## src/rtl/period_meter.sv

```systemverilog
`default_nettype none
// ============================================================================
//  Module   : period_meter
//  Purpose  : Measures the period and high time of a slow asynchronous input
//             in CLK cycles and presents each result on a valid/ready
//             interface. A missing input is reported by a sticky timeout flag.
//  Ports    : CLK        - system clock
//             RST        - asynchronous active-high reset
//             sig_in     - asynchronous signal to be measured
//             period     - CLK cycles between the last two rising edges
//             high_time  - CLK cycles from measured rise to following fall
//             valid      - result available, held until accepted
//             ready      - consumer accepts the result when valid && ready
//             overrun    - sticky: a result was overwritten before acceptance
//             timeout    - sticky: no rising edge within TIMEOUT_CYCLES
//  Revision : 1.0 - initial release
// ============================================================================
module period_meter #(
  parameter int  CLOCK_SPEED_MHZ = 12,
  parameter real TIMEOUT_MS      = 2000.0,
  parameter int  WIDTH           = 32
) (
  input  logic             CLK,
  input  logic             RST,
  input  logic             sig_in,
  output logic [WIDTH-1:0] period,
  output logic [WIDTH-1:0] high_time,
  output logic             valid,
  input  logic             ready,
  output logic             overrun,
  output logic             timeout
);

  // TIMEOUT_MS is real so short timeouts (fractions of a ms) can be set;
  // round to the nearest whole cycle.
  localparam logic [WIDTH-1:0] TIMEOUT_CYCLES =
    WIDTH'($rtoi(real'(CLOCK_SPEED_MHZ) * 1000.0 * TIMEOUT_MS + 0.5));

  typedef enum logic [0:0] {
    IDLE    = 1'b0,
    MEASURE = 1'b1
  } state_t;

  state_t           state_q, state_d;
  logic             s1_q, s2_q, prev_q;
  logic [WIDTH-1:0] cnt_q, cnt_d;
  logic [WIDTH-1:0] hi_cap_q, hi_cap_d;
  logic             hi_seen_q, hi_seen_d;
  logic [WIDTH-1:0] period_q, period_d;
  logic [WIDTH-1:0] high_time_q, high_time_d;
  logic             valid_q, valid_d;
  logic             overrun_q, overrun_d;
  logic             timeout_q, timeout_d;

  logic w_rise_det;
  logic w_fall_det;
  logic w_accept;

  assign w_rise_det = s2_q & ~prev_q;
  assign w_fall_det = ~s2_q & prev_q;
  assign w_accept   = valid_q & ready;

  always_ff @(posedge CLK or posedge RST) begin
    if (RST) begin
      state_q     <= IDLE;
      s1_q        <= 1'b0;
      s2_q        <= 1'b0;
      prev_q      <= 1'b0;
      cnt_q       <= '0;
      hi_cap_q    <= '0;
      hi_seen_q   <= 1'b0;
      period_q    <= '0;
      high_time_q <= '0;
      valid_q     <= 1'b0;
      overrun_q   <= 1'b0;
      timeout_q   <= 1'b0;
    end else begin
      state_q     <= state_d;
      s1_q        <= sig_in;
      s2_q        <= s1_q;
      prev_q      <= s2_q;
      cnt_q       <= cnt_d;
      hi_cap_q    <= hi_cap_d;
      hi_seen_q   <= hi_seen_d;
      period_q    <= period_d;
      high_time_q <= high_time_d;
      valid_q     <= valid_d;
      overrun_q   <= overrun_d;
      timeout_q   <= timeout_d;
    end
  end

  always_comb begin
    state_d     = state_q;
    cnt_d       = cnt_q;
    hi_cap_d    = hi_cap_q;
    hi_seen_d   = hi_seen_q;
    period_d    = period_q;
    high_time_d = high_time_q;
    valid_d     = valid_q;
    overrun_d   = overrun_q;
    timeout_d   = timeout_q;

    // An accepted transfer drains the result and clears the overrun flag.
    // A result loading in the same cycle re-asserts valid below.
    if (w_accept) begin
      valid_d   = 1'b0;
      overrun_d = 1'b0;
    end

    case (state_q)
      IDLE: begin
        // First rise after reset or timeout only arms the measurement.
        if (w_rise_det) begin
          state_d   = MEASURE;
          cnt_d     = WIDTH'(1);
          hi_cap_d  = '0;
          hi_seen_d = 1'b0;
        end
      end

      MEASURE: begin
        if (w_rise_det) begin
          // Rise takes priority over a coincident timeout.
          period_d    = cnt_q;
          high_time_d = hi_cap_q;
          valid_d     = 1'b1;
          timeout_d   = 1'b0;
          cnt_d       = WIDTH'(1);
          hi_cap_d    = '0;
          hi_seen_d   = 1'b0;
          if (valid_q && !ready) begin
            overrun_d = 1'b1;
          end
        end else if (cnt_q == TIMEOUT_CYCLES) begin
          timeout_d = 1'b1;
          state_d   = IDLE;
          cnt_d     = '0;
        end else begin
          cnt_d = cnt_q + WIDTH'(1);
          // Only the first fall after the rise defines the high time.
          if (w_fall_det && !hi_seen_q) begin
            hi_cap_d  = cnt_q;
            hi_seen_d = 1'b1;
          end
        end
      end

      default: begin
        state_d = IDLE;
      end
    endcase
  end

  assign period    = period_q;
  assign high_time = high_time_q;
  assign valid     = valid_q;
  assign overrun   = overrun_q;
  assign timeout   = timeout_q;

endmodule
`default_nettype wire

```

## config.mk

```make
export PLATFORM = sky130hd
export DESIGN_NAME = period_meter
export DESIGN_NICKNAME = d
export VERILOG_FILES = /design/src/rtl/period_meter.sv
export SDC_FILE = /design/constraint.sdc
export NUM_CORES = 1
export LEC_CHECK = 0
export CAP_MARGIN = 0
export CORE_UTILIZATION = 35
export CTS_BUF_LIST = sky130_fd_sc_hd__clkbuf_4 sky130_fd_sc_hd__clkbuf_8 sky130_fd_sc_hd__clkbuf_16
export DETAILED_ROUTE_END_ITERATION = 12
export HOLD_SLACK_MARGIN = 0.1
export PLACE_DENSITY_LB_ADDON = 0.25
export SETUP_SLACK_MARGIN = 0.2
export SYNTH_ARGS = -nofsm -noshare
export SYNTH_HDL_FRONTEND = slang
export SYNTH_SLANG_ARGS = --single-unit
```

## constraint.sdc

```tcl
create_clock -name CLK -period 5.2 [get_ports CLK]
set_input_delay 0.78 -clock CLK [delete_from_list [all_inputs] [get_ports CLK]]
set_output_delay 0.78 -clock CLK [all_outputs]
set_load 0.01 [all_outputs]
```

==> results of run 1 <==
## flip-flops by register name (all words and copies together) (netlist names), named ones only
signal	count
hi_seen_q	1
high_time	32
cnt_q	32
hi_cap_q	32
state_q	1
valid	1
period	32
timeout	1
s1_q	1
prev_q	1
s2_q	1
## kinds of logic after synthesis
family | share of synthesized area, %
flops | 58.0
simple gates | 15.5
mux | 12.4
buf+inv | 3.11
xor+xnor | 0.149
fa+ha+maj | 0.426
compound gates | 10.4
## metrics by stage
step                setup WS, ps  total power, mW  utilization [%]
floorplan                    781             1.29                -
global placement            2450             1.37             41.8
detailed placement          2330             1.38             41.8
CTS                         2300             2.49             45.2
global route                2330             2.56             45.3
finish                      2540             2.46             45.3
## worst paths after layout
path | startpoint | end | slack [ps]
setup reg to reg | s2_q | high_time[21] | 2540
min in group asynchronous | RST | hi_cap_q[30] | 950
max in group asynchronous | RST | period[16] | 3240
hold / removal | s1_q | s2_q | 370
setup / recovery | s2_q | high_time[21] | 2540
hold reg to reg | s1_q | s2_q | 370
## routing by layer
layer	routed length, um	track usage, %	vias up
li1	-	-	2007
met1	6370	22.3	2094
met2	6260	25.1	128
met3	603	3.90	20
met4	251	7.56	0
met5	0	0	-
## power by group through the flow
stage	Sequential (mW)	Combinational, mW	Clock, mW
after floorplan	1.16	0.130	0
after global placement	1.17	0.205	0
after detailed placement	1.17	0.209	0
after CTS	1.15	0.209	1.12
after global routing	1.16	0.227	1.17
final	1.15	0.204	1.10
## layout by cell type, fill, tap and decap left out, types with 7 or more instances in the layout
| cell type | netlist | final |
|---|---|---|
| sky130_fd_sc_hd__a21oi_1 | 17 | 17 |
| sky130_fd_sc_hd__and3_1 | 8 | 8 |
| sky130_fd_sc_hd__clkbuf_16 | 0 | 17 |
| sky130_fd_sc_hd__clkdlybuf4s50_1 | 0 | 70 |
| sky130_fd_sc_hd__dfrtp_1 | 136 | 136 |
| sky130_fd_sc_hd__mux2_2 | 61 | 61 |
| sky130_fd_sc_hd__nand2_1 | 97 | 96 |
| sky130_fd_sc_hd__nand3_1 | 9 | 9 |
| sky130_fd_sc_hd__nor3_1 | 13 | 13 |
| sky130_fd_sc_hd__o21ai_0 | 45 | 45 |
| sky130_fd_sc_hd__o21ai_1 | 12 | 12 |
| sky130_fd_sc_hd__or4_1 | 7 | 7 |
## layout make-up
class / instances / area share, %
sequential: 136 / 46.6
multi-input combinational: 346 / 31.5
timing repair buffer: 76 / 10.3
clock buffer: 24 / 6.81
tap: 216 / 3.70
clock inverter: 8 / 0.652
inverter: 6 / 0.377
## worst register-to-register path, cell delays in order (launching register included)
cell and delay (ps):
sky130_fd_sc_hd__dfrtp_1 410, sky130_fd_sc_hd__nor2b_2 170, sky130_fd_sc_hd__buf_4 230, sky130_fd_sc_hd__nand2_2 910
sky130_fd_sc_hd__buf_4 440, sky130_fd_sc_hd__mux2_2 380
==> results.txt, run 1 <==
- Share of flip-flops with an asynchronous set or reset after synthesis: 100%
* Number of global-route vias before repair: 4,152
- Placer's final routability congestion estimate: 0.776
* Pin count of the biggest net entering global routing: 101
- Largest stage delay on the critical path: 900 ps
* Total power per unit cell area: 337 mW/mm2
- Input and output buffers added on the ports amount to 70.
- In the synthesized netlist, the cells that appear most often are sky130_fd_sc_hd__dfrtp_1 (136), sky130_fd_sc_hd__nand2_1 (97), sky130_fd_sc_hd__mux2_2 (61), sky130_fd_sc_hd__o21ai_0 (45), sky130_fd_sc_hd__clkbuf_1 (19).
* IR Drop Worst-Case VDD: 0.249 mV
- Count of flip-flops with a built-in enable after synthesis: 0
- The slowest stage of the critical path is the sky130_fd_sc_hd__nand2_2 cell.
- Final hold analysis gives a worst-case slack of 372 ps.
- The worst path in the final design needs a cycle of 2660 ps, including I/O delays and setup.
- CTS Hold Bufs: 0
* Syn_area_per_cell: 11.2 um2
- CORE AREA: 0.0161 mm2
- Share of cells above drive strength 1: 18.8%
- The top cell type by area accounts for 58.0% of the synthesized area.
- Vertical die dimension: 131 um
- Post-Route WL: 13,500 um
- Crit. path cell count: 5
- Traced cell by cell, the critical path runs through nor2b_2, buf_4, nand2_2, buf_4, mux2_2.
- Vias after detailed routing: 4,249
* I/O pins: 71
- The number of different library cells used by synthesis comes to 50.
- First-pass GRT wire length: 22,500 um
* Area taken by flip-flops and latches: 0.00340 mm2
- First DRT Iteration DRCs: 296
- Post-placement cell area: 0.00674 mm2
- Count of final hold-check violations: 0
* Post-synth net total: 532
- In this run the cell area of the synthesized design comes to 0.00587 mm2.
* Buf+Inv Stages, Crit Path: 2
* Number of filler instances in the final layout: 1,507
- On the final layout, the worst clock skew is 12.0 ps.
* Final Cell Area: 0.00730 mm2
- For the final routed database, the setup TNS stands at 0 ps.
- At the later pin of the worst-skew pair, clock insertion delay measures 420 ps.
* Master cell of the clock root buffer: sky130_fd_sc_hd__clkbuf_16
- For this run, design rule violations remaining after detail routing come to 0.
- The run finished with clean final reports.
* Crit path top cell by count: sky130_fd_sc_hd__buf_4
- TritonCTS built the clock tree.
- Area growth from synthesis to final layout: 24.4%
* Initial core utilization: 36.4%
- The net count of the finished layout is 589.
* Cell type with the largest total area after synthesis: sky130_fd_sc_hd__dfrtp_1
* Net switching component of the power: 594 uW
* Internal power: 1.87 mW
- Total number of placement rows: 46
- Number of iterations in the first detailed-routing pass: 5
- STA classifies the critical path startpoint as a flip-flop.
- Final clock period utilization by the worst path: 51.1%
- Inserted Clock Buffers: 17
- For this run the aggregate overflow at the end of global routing stands at 0.
* Number of antenna-violating nets in the routed design: 0
- Combined area of the multi-input logic cells: 0.00230 mm2
- Dividing the detail-routed via count by the number of cells gives 5.23.
- Initial antenna violation count: 0
* Number of cells traversed by the worst hold path: 0
- Derived from the worst setup path, the maximum achievable clock frequency is 377 MHz.
- For this run, the number of Yosys warnings is 0.
- Among cell families on the critical path, the largest total delay comes from simple AND/OR/NAND/NOR gates.
* Bufs on Longest Clock Path: 2
- For the worst setup path, the data arrival time is 2960 ps.
- Number of instances in the placed design: 779
* Kind of path behind the tightest hold check: flip-flop to flip-flop
- The number of slew-limit violations in the final report was 0.
- RSZ-0062 raised after global routing: no
- Detailed placement ended at an HPWL of 8160 um.
- Element type at the critical path end: flip-flop
- In this run switching power makes up 24.2% of total power.
* Total of cells resized after clock tree synthesis: 0
- Number of sinks on the clock net: 136
* Number of storage elements in the synthesis netlist: 136
- Floorplan die width: 131 um
- The most common cell in the synthesized netlist is sky130_fd_sc_hd__dfrtp_1.
- Count of antenna diodes in the layout: 0
- Total routing resource utilization after global routing: 16.5%
- Clock-pin slew was measured on the worst setup and hold paths at 60 ps.
* Max-cap violations: 0
- Cell leakage power: 3.24 nW
- For this run, the number of standard cells in the final layout without fillers is 812.
* Relative slew margins: 20.0%
* Biggest fanout along the worst timing path: 50
- Part of the total power dissipated in combinational logic: 8.3%
- Sequential cells account for 46.9% of the total power.
- The H-tree was split into 4 levels.
* Prevailing post-synth register cell: sky130_fd_sc_hd__dfrtp_1
- Proportion of power drawn by the clock network: 44.8%
- Depth of the worst register-to-register path: 5
- Routed wire length per instance: 16.6 um
- Slew at the pin with the worst max-slew slack: 1200 ps
- Total setup violations reported at the end of the flow: 0
- Cells taking the most area after synthesis: sky130_fd_sc_hd__dfrtp_1 (58%), sky130_fd_sc_hd__mux2_2 (12%), sky130_fd_sc_hd__nand2_1 (6.2%), sky130_fd_sc_hd__o21ai_0 (3.8%), sky130_fd_sc_hd__a21oi_1 (1.5%)
- Sequential-to-total area share from yosys stat: 58.0%
* Die Footprint: 0.0173 mm2
- In this run the post-CTS setup repair buffer count came out at 0.
* Cell count after synthesis: 526
- Data on the critical path is required at its endpoint by 5500 ps.
- Start-to-end type of the worst setup path: flip-flop to flip-flop
Power figures use the tool's default switching activity.
==> inputs of run 2 (changes only) <==
==> constraint.sdc (replaced) <==
create_clock -name CLK -period 2.8 [get_ports CLK]
set_input_delay 0.42 -clock CLK [delete_from_list [all_inputs] [get_ports CLK]]
set_output_delay 0.42 -clock CLK [all_outputs]
set_load 0.01 [all_outputs]
==> results.txt, run 2 (synthesized netlist as in run 1, its figures left out) <==
- Data arrival, critical path: 2680 ps
* First DRT Iteration DRCs: 273
- Relative to the synthesized area, the layout overhead comes to 27.3%.
- The internal power of the cells totals 3.59 mW.
- Placer's final routability congestion estimate: 0.778
- Final clock period utilization by the worst path: 85.7%
* RSZ-0062 raised after global routing: yes
- Measured against its own limit, the worst slew margin works out to 34.0%.
- The kind of cell with the highest combined delay along the critical path is compound AO/OA/AOI/OAI gates.
- The count of endpoints failing hold in the final timing report is 0.
* Bufs on Longest Clock Path: 2
- After detailed routing, the number of remaining DRC violations is 0.
- Total number of placement rows: 46
- H-tree depth: 4
- After routing the design area is 0.00747 mm2.
- The min-delay analysis places its worst path in the category flip-flop to flip-flop.
* Clock latency at the later pin of the worst-skew pair: 420 ps
* Critical Path, Cell by Cell: nand4bb_1, nor4_4, buf_4, a211oi_4, buf_12, o21ai_0
- Number of sinks on the clock net: 136
- Element type at the critical path end: flip-flop
- In this run the cell area measured after placement is 0.00688 mm2.
- Once detail routing completed, the nets flagged for antenna violations numbered 0.
- Per report_power, the combinational group accounts for 8.9% of the total.
- TritonCTS built the clock tree.
* Inserted Clock Buffers: 17
- Number of instances in the placed design: 793
- Start-to-end type of the worst setup path: flip-flop to flip-flop
- Vias after detailed routing: 4,306
- Cells fill 46.4% of the core in the end.
- The number of slew-limit violations in the final report is 0.
* I/O pins: 71
- Max-cap violations in this run came to 0.
- Number of filler instances in the final layout: 1,494
- The pre-antenna-repair detailed-routing pass consisted of 4 iterations.
- The number of antenna violations at the first check in global routing was 0.
- Along the worst path, the maximum fanout reaches 39.
- Setup violations remaining at the end of the flow were counted as 0.
- After floorplanning, the core was sized to cover 0.0161 mm2.
- Die Footprint: 0.0173 mm2
* Clock-pin slew reported for the worst setup and hold paths after clock tree synthesis: 60 ps
* Proportion of power drawn by the clock network: 45.5%
* Cell leakage power: 3.34 nW
* Period minus WS final: 2400 ps
- Of the cells placed in the final design, the portion with a size suffix greater than 1 is 20.8%.
* First-pass GRT wire length: 22,900 um
* Setup TNS after final layout: 0 ps
* Post-Route WL: 13,600 um
- Initial core utilization: 36.4%
* Number of global-route vias before repair: 4,358
- The die is 131 um wide.
- Detailed Place HPWL: 8800 um
- Status: finished clean
- In the final design database the tool counted 604 nets.
* IR Drop Worst-Case VDD: 0.436 mV
- After detailed routing, the average wire length per cell comes to 16.5 um.
- Total power per unit cell area: 627 mW/mm2
- Top achievable clock speed: 417 MHz
- Sequential cells burn 45.6% of the power.
- Together, buffers and inverters on the worst path number 2.
* Input/output buffers: 70
- Data on the critical path is required at its endpoint by 3080 ps.
* Count of antenna diodes in the layout: 0
* Setup skew after layout: 7.56 ps
* Pin count of the biggest net entering global routing: 137
* Cell with the largest stage delay on the worst path: sky130_fd_sc_hd__a211oi_4
- The die is 131 um tall.
- After detailed routing, the number of vias per cell comes to 5.21.
- Most common cell after layout, fill and taps aside: sky130_fd_sc_hd__dfrtp_1
- Global routing consumed, over all layers together, 16.7% of the routing resources.
- At the pin with the least slew margin, the transition time is 987 ps.
- Final cell count without fillers: 826
- Most frequent cells in the layout: sky130_fd_sc_hd__dfrtp_1 (136), sky130_fd_sc_hd__nand2_1 (96), sky130_fd_sc_hd__clkdlybuf4s50_1 (70), sky130_fd_sc_hd__mux2_2 (61), sky130_fd_sc_hd__o21ai_0 (45)
- CTS Hold Bufs: 0
- The largest single stage delay on the critical path is 840 ps.
- Kind of start point of the critical path: flip-flop
- The cell sitting at the root of the clock tree is a sky130_fd_sc_hd__clkbuf_16.
* Net switching component of the power: 1.09 mW
- Net Sw Frac: 23.3%
- Remaining Overflow, GRT: 0
run 2: path summary, 6_finish.rpt:
kind	start	endpoint	slack, ps	cells past startpoint
max	cnt_q[20]	hi_cap_q[18]	400	6
min	s1_q	s2_q	360	0
max reg2reg	cnt_q[20]	hi_cap_q[18]	400	6
min reg2reg	s1_q	s2_q	360	0
max in group asynchronous	RST	cnt_q[10]	1690	3
min in group asynchronous	RST	high_time[31]	560	3
run 2: timing repair:
item | 4_1_cts | 5_1_grt
endpoints found under the setup margin | 4 | 6
resized for setup | 1 | 0
gates cloned | 0 | 0
setup buffers | 0 | 2
pin swaps | 0 | 1
run 2: power groups by stage:
stage | clock network (mW) | registers, mW | logic, mW
after floorplan | 0 | 2.15 | 0.242
after CTS | 2.19 | 2.13 | 0.423
after global routing | 2.26 | 2.15 | 0.465
after global placement | 0 | 2.16 | 0.410
final | 2.13 | 2.13 | 0.418
after detailed placement | 0 | 2.17 | 0.420
run 2: per-stage QoR:
| step | setup slack, ps | power (mW) | hold slack, ps |
|---|---|---|---|
| final | 401 | 4.68 | 364 |
| after global routing | 192 | 4.87 | 371 |
| after CTS | 302 | 4.75 | 366 |
| after detailed placement | 199 | 2.59 | 345 |
| after global placement | 222 | 2.57 | 353 |
| after floorplan | 652 | 2.40 | 331 |
run 2: layer usage:
layer | vias to the layer above | GRT usage, % | part of all wire [%]
met1 | 2144 | 22.6 | 47
li1 | 2029 | - | -
met4 | 0 | 6.91 | 1.6
met2 | 114 | 25.7 | 47
met3 | 19 | 3.90 | 4.2
met5 | - | 0 | 0
run 2: area by class of cell:
class | instances | area (um2) | share of cell area (%)
inverters | 6 | 26.3 | 0.352
well taps | 216 | 270 | 3.62
repair buffers | 91 | 896 | 12.0
flip-flops and latches | 136 | 3400 | 45.6
multi-input cells | 346 | 2300 | 30.8
clock inverters | 7 | 68.8 | 0.921
clock buffers | 24 | 503 | 6.73
